===== config.mk =====
export PLATFORM = sky130hd
export DESIGN_NAME = io_port_ctrl
export DESIGN_NICKNAME = d
export VERILOG_FILES = /design/src/rtl/io_pkg.sv /design/src/rtl/io_in_chan.sv /design/src/rtl/io_port_ctrl.sv
export SDC_FILE = /design/constraint.sdc
export NUM_CORES = 1
export LEC_CHECK = 0
export BUFFER_PORTS_ARGS = -buffer_cell sky130_fd_sc_hd__buf_2
export CORE_ASPECT_RATIO = 0.7
export CORE_UTILIZATION = 52
export DETAILED_ROUTE_END_ITERATION = 6
export GPL_ROUTABILITY_DRIVEN = 0
export PLACE_DENSITY = 0.81
export SLEW_MARGIN = 10
export SYNTH_ARGS = -nofsm -noshare
export SYNTH_HDL_FRONTEND = slang
export SYNTH_SLANG_ARGS = --single-unit
export TNS_END_PERCENT = 1

===== constraint.sdc =====
create_clock -name clk -period 2 [get_ports clk]
set_clock_uncertainty 0.1 [all_clocks]
set_input_delay 0.3 -clock clk [delete_from_list [all_inputs] [get_ports clk]]
set_output_delay 0.3 -clock clk [all_outputs]
set_load 0.005 [all_outputs]

===== src/rtl/io_pkg.sv =====
// Shared constants for the port-mapped I/O responder: port address map,
// status word layout and the port address type.
package io_pkg;

   // Width of the processor port address field (IR[11:7]).
   localparam int IO_ADDR_W = 5;
   typedef logic [IO_ADDR_W-1:0] io_addr_t;

   // Port address map.
   localparam int IO_IN_BASE     = 0;
   localparam int IO_OUT_BASE    = 16;
   localparam int IO_STATUS_ADDR = 31;

   // Status word layout.
   localparam int STAT_IN_LSB  = 0;
   localparam int STAT_OUT_LSB = 8;
   localparam int STAT_OVF_BIT = 15;

   // True when the processor address selects the given port number.
   function automatic logic port_hit(input io_addr_t addr, input int port);
      return addr == io_addr_t'(port);
   endfunction

endpackage


===== src/rtl/io_in_chan.sv =====
// One input channel: a single holding register plus full flag. A producer
// fills it through a valid/ready handshake; the processor empties it with
// an IN instruction addressed to this channel.
module io_in_chan #(
   parameter int DW = 16
) (
   input  logic          clk,
   input  logic          reset,
   input  logic [DW-1:0] in_data,
   input  logic          in_valid,
   output logic          in_ready,
   input  logic          consume,
   output logic [DW-1:0] hold_data,
   output logic          full
);

   logic [DW-1:0] ih_q, ih_d;
   logic          full_q, full_d;
   logic          capture;

   // Ready is withheld during reset so no handshake completes on a reset edge.
   assign in_ready  = ~full_q & ~reset;
   assign capture   = in_valid & in_ready;
   assign hold_data = ih_q;
   assign full      = full_q;

   // Next state: capture fills the channel, a processor read of a full channel empties it.
   always_comb begin
      // NOTE: every variable gets its hold value first so no path leaves it unassigned (no latch).
      ih_d   = ih_q;
      full_d = full_q;
      if (capture) begin
         ih_d   = in_data;
         full_d = 1'b1;
      end else if (consume) begin
         // Consuming an empty channel is harmless: the flag is already low.
         full_d = 1'b0;
      end
   end

   // State register with synchronous reset.
   always_ff @(posedge clk) begin
      // NOTE: the data register is reset too, because reads of an idle channel must return 0, not X.
      if (reset) begin
         ih_q   <= '0;
         full_q <= 1'b0;
      end else begin
         // NOTE: non-blocking assignment so every flop samples pre-edge values.
         ih_q   <= ih_d;
         full_q <= full_d;
      end
   end

endmodule


===== src/rtl/io_port_ctrl.sv =====
// Port-mapped I/O responder for the 16-bit datapath. Decodes the 5-bit port
// address for IN/OUT, returns input data combinationally, and holds OUT data
// in per-channel registers with valid/ready toward external consumers.
// Optional feature macro: IO_STATUS_EN (status port at 31 and sticky ovf bit).
module io_port_ctrl
   import io_pkg::*;
#(
   parameter int N_IN  = 4,
   parameter int N_OUT = 4,
   parameter int DW    = 16
) (
   input  logic                 clk,
   input  logic                 reset,
   input  logic [4:0]           dirport,
   input  logic                 io_rd,
   input  logic                 io_wr,
   input  logic [DW-1:0]        wr_data,
   output logic [DW-1:0]        rd_data,
   input  logic [N_IN*DW-1:0]   in_data,
   input  logic [N_IN-1:0]      in_valid,
   output logic [N_IN-1:0]      in_ready,
   output logic [N_OUT*DW-1:0]  out_data,
   output logic [N_OUT-1:0]     out_valid,
   input  logic [N_OUT-1:0]     out_ready
);

   // ------------------------------------------------------------------
   // Input channels
   // ------------------------------------------------------------------
   logic [N_IN-1:0] in_full;
   logic [N_IN-1:0] consume;
   logic [DW-1:0]   ih [N_IN];

   for (genvar gi = 0; gi < N_IN; gi++) begin : g_in
      // A read only consumes when it is not paired with a write.
      assign consume[gi] = io_rd & ~io_wr & port_hit(dirport, IO_IN_BASE + gi);

      io_in_chan #(.DW(DW)) u_chan (
         .clk       (clk),
         .reset     (reset),
         .in_data   (in_data[gi*DW +: DW]),
         .in_valid  (in_valid[gi]),
         .in_ready  (in_ready[gi]),
         .consume   (consume[gi]),
         .hold_data (ih[gi]),
         .full      (in_full[gi])
      );
   end

   // ------------------------------------------------------------------
   // Output channels
   // ------------------------------------------------------------------
   logic [N_OUT-1:0] out_busy_q, out_busy_d;
   logic [DW-1:0]    oh_q [N_OUT];
   logic [DW-1:0]    oh_d [N_OUT];
   logic [N_OUT-1:0] xfer;
   logic [N_OUT-1:0] wr_hit;
   logic [N_OUT-1:0] wr_accept;

   // Handshake and write decode per output channel.
   always_comb begin
      for (int j = 0; j < N_OUT; j++) begin
         xfer[j]      = out_busy_q[j] & out_ready[j];
         wr_hit[j]    = io_wr & port_hit(dirport, IO_OUT_BASE + j);
         // A busy channel still accepts if its word leaves on this same edge.
         wr_accept[j] = wr_hit[j] & (~out_busy_q[j] | xfer[j]);
      end
   end

   // Next state: an accepted write reloads the channel, otherwise a transfer empties it.
   always_comb begin
      out_busy_d = out_busy_q;
      oh_d       = oh_q;
      for (int j = 0; j < N_OUT; j++) begin
         if (wr_accept[j]) begin
            oh_d[j]       = wr_data;
            out_busy_d[j] = 1'b1;
         end else if (xfer[j]) begin
            out_busy_d[j] = 1'b0;
         end
      end
   end

   // Output holding registers and busy flags.
   always_ff @(posedge clk) begin
      if (reset) begin
         out_busy_q <= '0;
         for (int j = 0; j < N_OUT; j++) oh_q[j] <= '0;
      end else begin
         out_busy_q <= out_busy_d;
         oh_q       <= oh_d;
      end
   end

   for (genvar gj = 0; gj < N_OUT; gj++) begin : g_out
      assign out_data[gj*DW +: DW] = oh_q[gj];
   end
   assign out_valid = out_busy_q;

   // ------------------------------------------------------------------
   // Status port and overflow flag
   // ------------------------------------------------------------------
   logic [DW-1:0] status_word;

`ifdef IO_STATUS_EN
   logic ovf_q, ovf_d;
   logic status_rd;
   logic wr_drop;

   assign wr_drop   = |(wr_hit & ~wr_accept);
   assign status_rd = io_rd & ~io_wr & port_hit(dirport, IO_STATUS_ADDR);

   // Sticky overflow: a status read clears it, but a drop on the same edge wins.
   always_comb begin
      ovf_d = ovf_q;
      if (status_rd) ovf_d = 1'b0;
      if (wr_drop)   ovf_d = 1'b1;
   end

   // Overflow flag register.
   always_ff @(posedge clk) begin
      if (reset) ovf_q <= 1'b0;
      else       ovf_q <= ovf_d;
   end

   // Status word: in_full low byte, out_busy high byte with its top bit replaced by ovf.
   always_comb begin
      status_word                         = '0;
      status_word[STAT_IN_LSB +: N_IN]    = in_full;
      status_word[STAT_OUT_LSB +: N_OUT]  = out_busy_q;
      status_word[STAT_OVF_BIT]           = ovf_q;
   end
`else
   assign status_word = '0;
`endif

   // ------------------------------------------------------------------
   // Read mux: zero-latency, unmapped addresses return 0.
   // ------------------------------------------------------------------
   always_comb begin
      rd_data = '0;
      for (int i = 0; i < N_IN; i++)
         if (port_hit(dirport, IO_IN_BASE + i)) rd_data = ih[i];
      for (int j = 0; j < N_OUT; j++)
         if (port_hit(dirport, IO_OUT_BASE + j)) rd_data = oh_q[j];
      if (port_hit(dirport, IO_STATUS_ADDR)) rd_data = status_word;
   end

endmodule


==> load_flow_metrics.sql, run 1 <==
INSERT INTO impl_metrics (metric_group, metric, value, unit) VALUES
('sta', 'final_min_period_over_clock_period', '0.987', ''),
('global_routing', 'grt_max_degree', '54', ''),
('setup_path', 'worstPathCellList', 'nor2b_2, a211oi_2, buf_4, o21a_1, a21oi_2, buf_2', ''),
('clock_network', 'clkSlewWorstSetupHoldPaths', '0.06', 'ns'),
('die', 'starting_density_of_the_core', '0.545', ''),
('logic_synthesis', 'synth.lib_cells_used.distinct', '33', ''),
('global_routing', 'via_count_of_the_first_global_routing_pass', '5907', ''),
('logic_synthesis', 'netlist_area', '6110', 'um2'),
('setup_path', 'timing.critical_path.arrival', '1.57', 'ns'),
('clock_network', 'clock_latency_on_the_worst_skew_pair', '0.41', 'ns'),
('setup_path', 'critPathRequiredTime', '1.60', 'ns'),
('clock_network', 'cts_buffers', '17', ''),
('setup_path', 'worstSetupStartpointType', 'register', ''),
('setup_path', 'crit-reg2reg-launch', 'out_valid[2]', ''),
('layout', 'finalNonFillerCells', '1111', ''),
('route', 'firstDrtPassIters', '5', ''),
('setup_path', 'critical_path.endpoint', 'rd_data[2]', ''),
('die', 'row_count', '32', ''),
('layout', 'final_core_util', '0.756', ''),
('die', 'die_area', '12200', 'um2'),
('clock_network', 'clock_path_buffers', '2', ''),
('sta', 'worst_pin_slew', '0.568', 'ns'),
('place', 'post_dp_cell_area', '7310', 'um2'),
('outcome', 'outcome', 'finished clean', ''),
('layout', 'post-route-cell-area', '8480', 'um2'),
('die', 'die_h', '92.7', 'um'),
('route', 'drt_iter0_markers', '495', ''),
('layout', 'mostFrequentLayoutCell', 'sky130_fd_sc_hd__buf_2', ''),
('sta', 'slew_viol_final', '0', ''),
('place', 'dpl.cell_count', '1039', ''),
('hold_path', 'hold_path.startpoint', 'in_data[17]', ''),
('sta', 'setup_violations', '0', ''),
('setup_path', 'critical-path-slowest-cell', 'sky130_fd_sc_hd__dfxtp_1', ''),
('logic_synthesis', 'post-synth-top-area-cell', 'sky130_fd_sc_hd__dfxtp_1', ''),
('flow_run', 'cap_viol_max_count', '0', ''),
('logic_synthesis', 'synth_seq_cells', '136', ''),
('logic_synthesis', 'yosysWarnings', '0', ''),
('setup_path', 'critPathCaptureType', 'output port', ''),
('pwr', 'static-leakage-power', '3.46', 'nW'),
('sta', 'maxClockFrequency', '507', 'MHz'),
('global_routing', 'final_global_route_overflow_total', '0', ''),
('clock_network', 'ctsRootBufferMaster', 'sky130_fd_sc_hd__clkbuf_16', ''),
('route', 'viasPerCell', '5.65', ''),
('die', 'die_width', '132', 'um'),
('layout', 'n_fill_cell', '825', ''),
('sta', 'report.final.hold_viol_count', '0', ''),
('clock_network', 'cts.sinks', '136', ''),
('place', 'place_hpwl', '13500', 'um'),
('global_routing', 'number_of_antenna_violations_at_the_first_check_in_global_routing', '0', ''),
('logic_synthesis', 'synth_sequential_area_ratio', '0.445', ''),
('route', 'drt-total-wl', '19900', 'um'),
('route', 'wl_per_cell', '17.9', 'um'),
('setup_path', 'worst_setup_sp', 'g_in[0].u_chan.hold_data[2]', ''),
('pwr', 'pwr_density_cell', '802', 'nW/um2'),
('route', 'drt.antenna.violating_nets', '0', ''),
('setup_path', 'timing.reg2reg.worst_path_depth', '5', ''),
('setup_path', 'crit_type', 'register to output port', ''),
('die', 'ioPinCount', '185', ''),
('sta', 'rsz_0062_raised_after_global_routing', 'true', ''),
('logic_synthesis', 'post-synth-top-area-fraction', '0.445', ''),
('clock_network', 'htree_num_levels', '4', ''),
('layout', 'area_delta_synth_final', '38.6', '%'),
('logic_synthesis', 'synth_nets', '829', ''),
('sta', 'final.hold.worst_slack', '0.00537', 'ns'),
('setup_path', 'rr_endpoint', 'out_data[45]', ''),
('layout', 'finalNetCount', '1043', ''),
('setup_path', 'slowest_delay', '0.31', 'ns'),
('sta', 'max-slew-margin-rel', '0.621', ''),
('pwr', 'vdd_ir_drop_max', '0.749', 'mV'),
('clock_network', 'post-cts-setup-buffers', '0', ''),
('place', 'port_buffers', '184', '');
## flip-flops by register name (all words and copies together), names as in the netlist
signal / cells
out_valid: 4
g_in.u_chan.full: 4
out_data: 64
g_in.u_chan.hold_data: 64
## area by class of cell
| type | count | area, um2 | share of cell area |
|---|---|---|---|
| clock buffers | 19 | 453 | 0.0534 |
| clock inverters | 12 | 151 | 0.0179 |
| multi-input cells | 529 | 3190 | 0.376 |
| flip-flops and latches | 136 | 2730 | 0.322 |
| well taps | 153 | 191 | 0.0226 |
| repair buffers | 262 | 1770 | 0.208 |
## cells by family after synthesis
kind of cell | count (synthesis) | share of synthesized area
AND/OR/NAND/NOR | 281 | 0.222
AO/OA/AOI/OAI | 200 | 0.198
flip-flops | 136 | 0.445
buffers and inverters | 67 | 0.0532
multiplexers | 48 | 0.0818
## worst max-delay path, delay by kind of cell (launching register included)
family / cells / cell delay (ns)
compound gates: 3 / 0.40
simple gates: 1 / 0.16
buf+inv: 2 / 0.28
flops: 1 / 0.31
## cells in the mapped netlist
| cell | n |
|---|---|
| sky130_fd_sc_hd__nand2_1 | 132 |
| sky130_fd_sc_hd__and4_1 | 2 |
| sky130_fd_sc_hd__mux2_2 | 16 |
| sky130_fd_sc_hd__nand2b_1 | 69 |
| sky130_fd_sc_hd__and4bb_4 | 1 |
| sky130_fd_sc_hd__mux2i_1 | 32 |
| sky130_fd_sc_hd__nor2_1 | 41 |
| sky130_fd_sc_hd__dfxtp_1 | 136 |
| sky130_fd_sc_hd__buf_4 | 8 |
| sky130_fd_sc_hd__buf_2 | 10 |
| sky130_fd_sc_hd__o22ai_1 | 1 |
| sky130_fd_sc_hd__nor3_2 | 1 |
| sky130_fd_sc_hd__o221ai_1 | 32 |
| sky130_fd_sc_hd__a211oi_1 | 18 |
| sky130_fd_sc_hd__and2_1 | 4 |
| sky130_fd_sc_hd__o21a_1 | 16 |
| sky130_fd_sc_hd__buf_6 | 2 |
| sky130_fd_sc_hd__a21oi_1 | 52 |
| sky130_fd_sc_hd__and3_2 | 1 |
| sky130_fd_sc_hd__buf_12 | 1 |
| sky130_fd_sc_hd__buf_1 | 3 |
| sky130_fd_sc_hd__o21ai_1 | 2 |
| sky130_fd_sc_hd__nor4b_2 | 1 |
| sky130_fd_sc_hd__clkbuf_1 | 43 |
| sky130_fd_sc_hd__or2_2 | 1 |
| sky130_fd_sc_hd__o32ai_1 | 1 |
| sky130_fd_sc_hd__and3_1 | 2 |
| sky130_fd_sc_hd__o21ai_0 | 78 |
| sky130_fd_sc_hd__nor3b_2 | 1 |
| sky130_fd_sc_hd__nor3_1 | 1 |
| sky130_fd_sc_hd__nand3b_1 | 2 |
| sky130_fd_sc_hd__nand3_1 | 5 |
| sky130_fd_sc_hd__nor2b_1 | 17 |
## where the power goes
| group | switching (mW) | internal [mW] | leakage, nW |
|---|---|---|---|
| sequential | 0.0749 | 2.82 | 1.11 |
| combinational | 0.374 | 0.343 | 2.05 |
| clock | 1.18 | 2.01 | 0.295 |
## metal layers
layer  up-vias  part of all wire  track usage
met2       340              0.46        0.522
met4         0             0.019        0.120
met3        37             0.083       0.0799
met1      2940              0.43        0.438
met5         -                 0            0
li1       2957                 -            -
## worst min path at each step
stage / cells after the start / slack, ns / end
after CTS: 3 / 0.0004 / g_in[3].u_chan.hold_data[6]
final: 3 / 0.005 / g_in[1].u_chan.hold_data[1]
after detailed placement: 1 / 0.35 / g_in[0].u_chan.full
after floorplan: 2 / 0.31 / g_in[0].u_chan.hold_data[0]
after global routing: 3 / 0.01 / g_in[1].u_chan.hold_data[1]
after global placement: 2 / 0.35 / g_in[0].u_chan.hold_data[4]
## metrics by stage
stage	TNS, ns	power [mW]
final	0	6.80
after global routing	-0.0735	7.02
after CTS	-0.0162	6.77
after detailed placement	-0.123	3.55
after global placement	0	3.54
after floorplan	0	3.24
## what timing repair did
item	4_1_cts	5_1_grt
gates resized for setup	5	24
hold buffers	40	0
endpoints found under the hold margin	40	0
pin swaps	0	2
endpoints found under the setup margin	9	15
cloned	1	0
(Power assumes the default switching activity.)
==> run 2: changes to the inputs <==
ABC_AREA = 1   (was unset)
CORE_MARGIN = 1   (was unset)
CORE_UTILIZATION = 51   (was 52)
PLACE_DENSITY = 0.8   (was 0.81)
==> load_flow_metrics.sql, run 2 <==
INSERT INTO impl_metrics (metric_group, metric, value, unit) VALUES
('global_routing', 'number_of_antenna_violations_at_the_first_check_in_global_routing', '0', ''),
('die', 'die_h', '92.8', 'um'),
('logic_synthesis', 'synth_seq_cells', '136', ''),
('outcome', 'outcome', 'complete, but fails checks', ''),
('pwr', 'share_comb_of_total_power', '0.090', ''),
('flow_run', 'cap_viol_max_count', '0', ''),
('global_routing', 'via_count_of_the_first_global_routing_pass', '5891', ''),
('logic_synthesis', 'syn-mean-instance-area', '7.06', 'um2'),
('outcome', 'failed_checks', 'setup timing', ''),
('global_routing', 'final_global_route_overflow_total', '0', ''),
('pwr', 'power_switching', '1.54', 'mW'),
('pwr', 'swShare', '0.248', ''),
('die', 'placeableCoreArea', '11300', 'um2'),
('layout', 'finalNetCount', '1131', ''),
('sta', 'maxClockFrequency', '488', 'MHz'),
('clock_network', 'clkSlewWorstSetupHoldPaths', '0.06', 'ns'),
('setup_path', 'critPathCaptureType', 'output port', ''),
('setup_path', 'worst-path-max-fanout', '7', ''),
('clock_network', 'ctsRootBufferMaster', 'sky130_fd_sc_hd__clkbuf_16', ''),
('layout', 'final_cell_mix', 'sky130_fd_sc_hd__nand2_1 (279), sky130_fd_sc_hd__buf_2 (181), sky130_fd_sc_hd__dfxtp_1 (136)', ''),
('layout', 'drive_above_1_share', '0.279', ''),
('setup_path', 'timing.critical_path.arrival', '1.65', 'ns'),
('die', 'ioPinCount', '185', ''),
('logic_synthesis', 'ys_async_sr_fraction', '0', ''),
('route', 'drt_iter0_markers', '603', ''),
('clock_network', 'cts.sinks', '136', ''),
('global_routing', 'grt_usage', '0.317', ''),
('layout', 'final_core_util', '0.699', ''),
('sta', 'slew_viol_final', '0', ''),
('route', 'num_vias', '6547', ''),
('place', 'place_hpwl', '13400', 'um'),
('logic_synthesis', 'netlist_area', '6000', 'um2'),
('clock_network', 'cts_buffers', '17', ''),
('sta', 'final.hold.worst_slack', '0.0272', 'ns'),
('setup_path', 'critPathRequiredTime', '1.60', 'ns'),
('clock_network', 'cts_tree', 'yes', ''),
('sta', 'fin_ws', '-0.0504', 'ns'),
('logic_synthesis', 'post-synth-top-area-cell', 'sky130_fd_sc_hd__dfxtp_1', ''),
('sta', 'rsz_0062_raised_after_global_routing', 'true', ''),
('die', 'die_area', '12200', 'um2'),
('pwr', 'internal-power', '4.65', 'mW'),
('route', 'drt.antenna.violating_nets', '0', ''),
('pwr', 'vdd_ir_drop_max', '0.706', 'mV'),
('die', 'starting_density_of_the_core', '0.534', ''),
('logic_synthesis', 'synth.lib_cells_used.distinct', '24', ''),
('pwr', 'power_share_of_the_clock_group', '0.449', ''),
('pwr', 'static-leakage-power', '3.45', 'nW'),
('logic_synthesis', 'synth_sequential_area_ratio', '0.454', ''),
('setup_path', 'crit_type', 'primary input to output port', ''),
('die', 'die_width', '132', 'um'),
('global_routing', 'grt_max_degree', '83', ''),
('logic_synthesis', 'synth_nets', '947', ''),
('hold_path', 'min_path_type', 'primary input to register', ''),
('route', 'drc', '0', ''),
('sta', 'worst_pin_slew', '0.853', 'ns'),
('global_routing', 'grt_first_pass_wirelength', '30300', 'um'),
('place', 'port_buffers', '184', ''),
('route', 'viasPerCell', '5.46', ''),
('layout', 'area_delta_synth_final', '31.0', '%'),
('logic_synthesis', 'synth_cells', '850', ''),
('layout', 'post-route-cell-area', '7870', 'um2'),
('route', 'wl_per_cell', '15.8', 'um'),
('logic_synthesis', 'synth_commonest_cells', 'sky130_fd_sc_hd__nand2_1 (282), sky130_fd_sc_hd__dfxtp_1 (136), sky130_fd_sc_hd__a21oi_1 (132)', ''),
('clock_network', 'htree_num_levels', '4', ''),
('place', 'dpl.cell_count', '1162', ''),
('logic_synthesis', 'synth_area_leaders', 'sky130_fd_sc_hd__dfxtp_1 (45%), sky130_fd_sc_hd__nand2_1 (18%), sky130_fd_sc_hd__a21oi_1 (11%), sky130_fd_sc_hd__nand4_1 (6.5%), sky130_fd_sc_hd__nor2_1 (3.4%)', ''),
('layout', 'num_antenna_cells', '0', ''),
('sta', 'period_minus_slack', '2.05', 'ns'),
('logic_synthesis', 'synth_enable_flop_cells', '0', ''),
('logic_synthesis', 'library_cell_with_the_highest_instance_count_after_synthesis', 'sky130_fd_sc_hd__nand2_1', ''),
('clock_network', 'clock_latency_on_the_worst_skew_pair', '0.41', 'ns'),
('layout', 'mostFrequentLayoutCell', 'sky130_fd_sc_hd__nand2_1', ''),
('route', 'drt-total-wl', '19000', 'um'),
('pwr', 'pwr_density_cell', '787', 'nW/um2'),
('clock_network', 'clock_path_buffers', '2', ''),
('sta', 'report.final.hold_viol_count', '0', ''),
('sta', 'setup_violations', '13', ''),
('sta', 'max-slew-margin-rel', '0.432', ''),
('logic_synthesis', 'synth-main-ff-cell', 'sky130_fd_sc_hd__dfxtp_1', ''),
('setup_path', 'worstSetupStartpointType', 'primary input', ''),
('layout', 'finalNonFillerCells', '1200', ''),
('die', 'row_count', '32', ''),
('pwr', 'power.sequential.fraction', '0.461', ''),
('logic_synthesis', 'post-synth-top-area-fraction', '0.454', ''),
('logic_synthesis', 'yosysWarnings', '0', ''),
('sta', 'final_min_period_over_clock_period', '1.03', ''),
('place', 'post_dp_cell_area', '7230', 'um2'),
('route', 'firstDrtPassIters', '7', '');
## run 2: cell count changes after synthesis, moves of 32 or more
cell	change
sky130_fd_sc_hd__o21ai_0	-77
sky130_fd_sc_hd__inv_1	+45
sky130_fd_sc_hd__mux2i_1	-32
sky130_fd_sc_hd__a21oi_1	+80
sky130_fd_sc_hd__nand4_1	+62
sky130_fd_sc_hd__nand2b_1	-69
sky130_fd_sc_hd__nand2_1	+150
sky130_fd_sc_hd__o221ai_1	-32
## run 2: cell type report
class	count	area (um2)
Clock inverter	9	51.3
Tap cell	153	191
Clock buffer	23	468
Sequential cell	136	2720
Timing Repair Buffer	220	1360
Inverter	53	201
Multi-Input combinational cell	606	2880
Fill cell	944	3380
## run 2: cells by family (layout without fill, tap and decap cells)
logic type	Yosys count	in the layout	share of synthesized area
compound gates	157	157	0.145
buf+inv	108	305	0.0738
flops	136	136	0.454
simple gates	449	449	0.327
## run 2: layer usage
metal  wire [um]  GRT usage  up-vias  share of wire
met5           0          0        -              0
met4         221     0.0746        0          0.012
met2        8170      0.476      355           0.43
li1            -          -     3178              -
met3        1890     0.0783       27           0.10
met1        8700      0.453     2987           0.46
## run 2: through the flow
step	setup WS (ns)	total power [mW]	setup TNS, ns
2_1_floorplan	0.0996	3.18	0
3_3_place_gp	0.0224	3.43	0
3_5_place_dp	-0.0224	3.43	-0.0224
4_1_cts	0.00935	6.18	0
5_1_grt	-0.112	6.40	-1.43
6_report	-0.0504	6.19	-0.267
## run 2: what timing repair did
action	in CTS	in global routing
gates resized for setup	1	13
setup endpoints to repair	3	16
gates cloned	0	1
setup buffers	1	4
pin swaps	1	19
hold buffers	0	0
## run 2: worst max-delay path: stages
cell and delay, ns:
sky130_fd_sc_hd__buf_6 0.09, sky130_fd_sc_hd__nor2_4 0.22, sky130_fd_sc_hd__buf_6 0.15, sky130_fd_sc_hd__nand2_4 0.06, sky130_fd_sc_hd__nor2_4 0.26, sky130_fd_sc_hd__clkbuf_16 0.21, sky130_fd_sc_hd__nand2_1 0.05, sky130_fd_sc_hd__nand4_1 0.11
sky130_fd_sc_hd__nand2_1 0.06, sky130_fd_sc_hd__inv_1 0.04, sky130_fd_sc_hd__buf_2 0.09
## run 2: worst paths after layout
kind                                from                           to  slack, ns  cells after the start
max reg2reg          g_in[3].u_chan.full  g_in[3].u_chan.hold_data[9]       0.64                      4
min reg2reg  g_in[3].u_chan.hold_data[0]  g_in[3].u_chan.hold_data[0]       0.37                      2
min                                reset  g_in[2].u_chan.hold_data[1]       0.03                      2
max                           dirport[2]                  rd_data[12]      -0.05                     11
## run 2: power groups by stage
stage	clock network (mW)	logic, mW	registers (mW)
6_report	2.78	0.555	2.85
5_1_grt	2.93	0.613	2.86
4_1_cts	2.79	0.534	2.85
3_5_place_dp	0	0.528	2.91
3_3_place_gp	0	0.522	2.90
2_1_floorplan	0	0.290	2.89
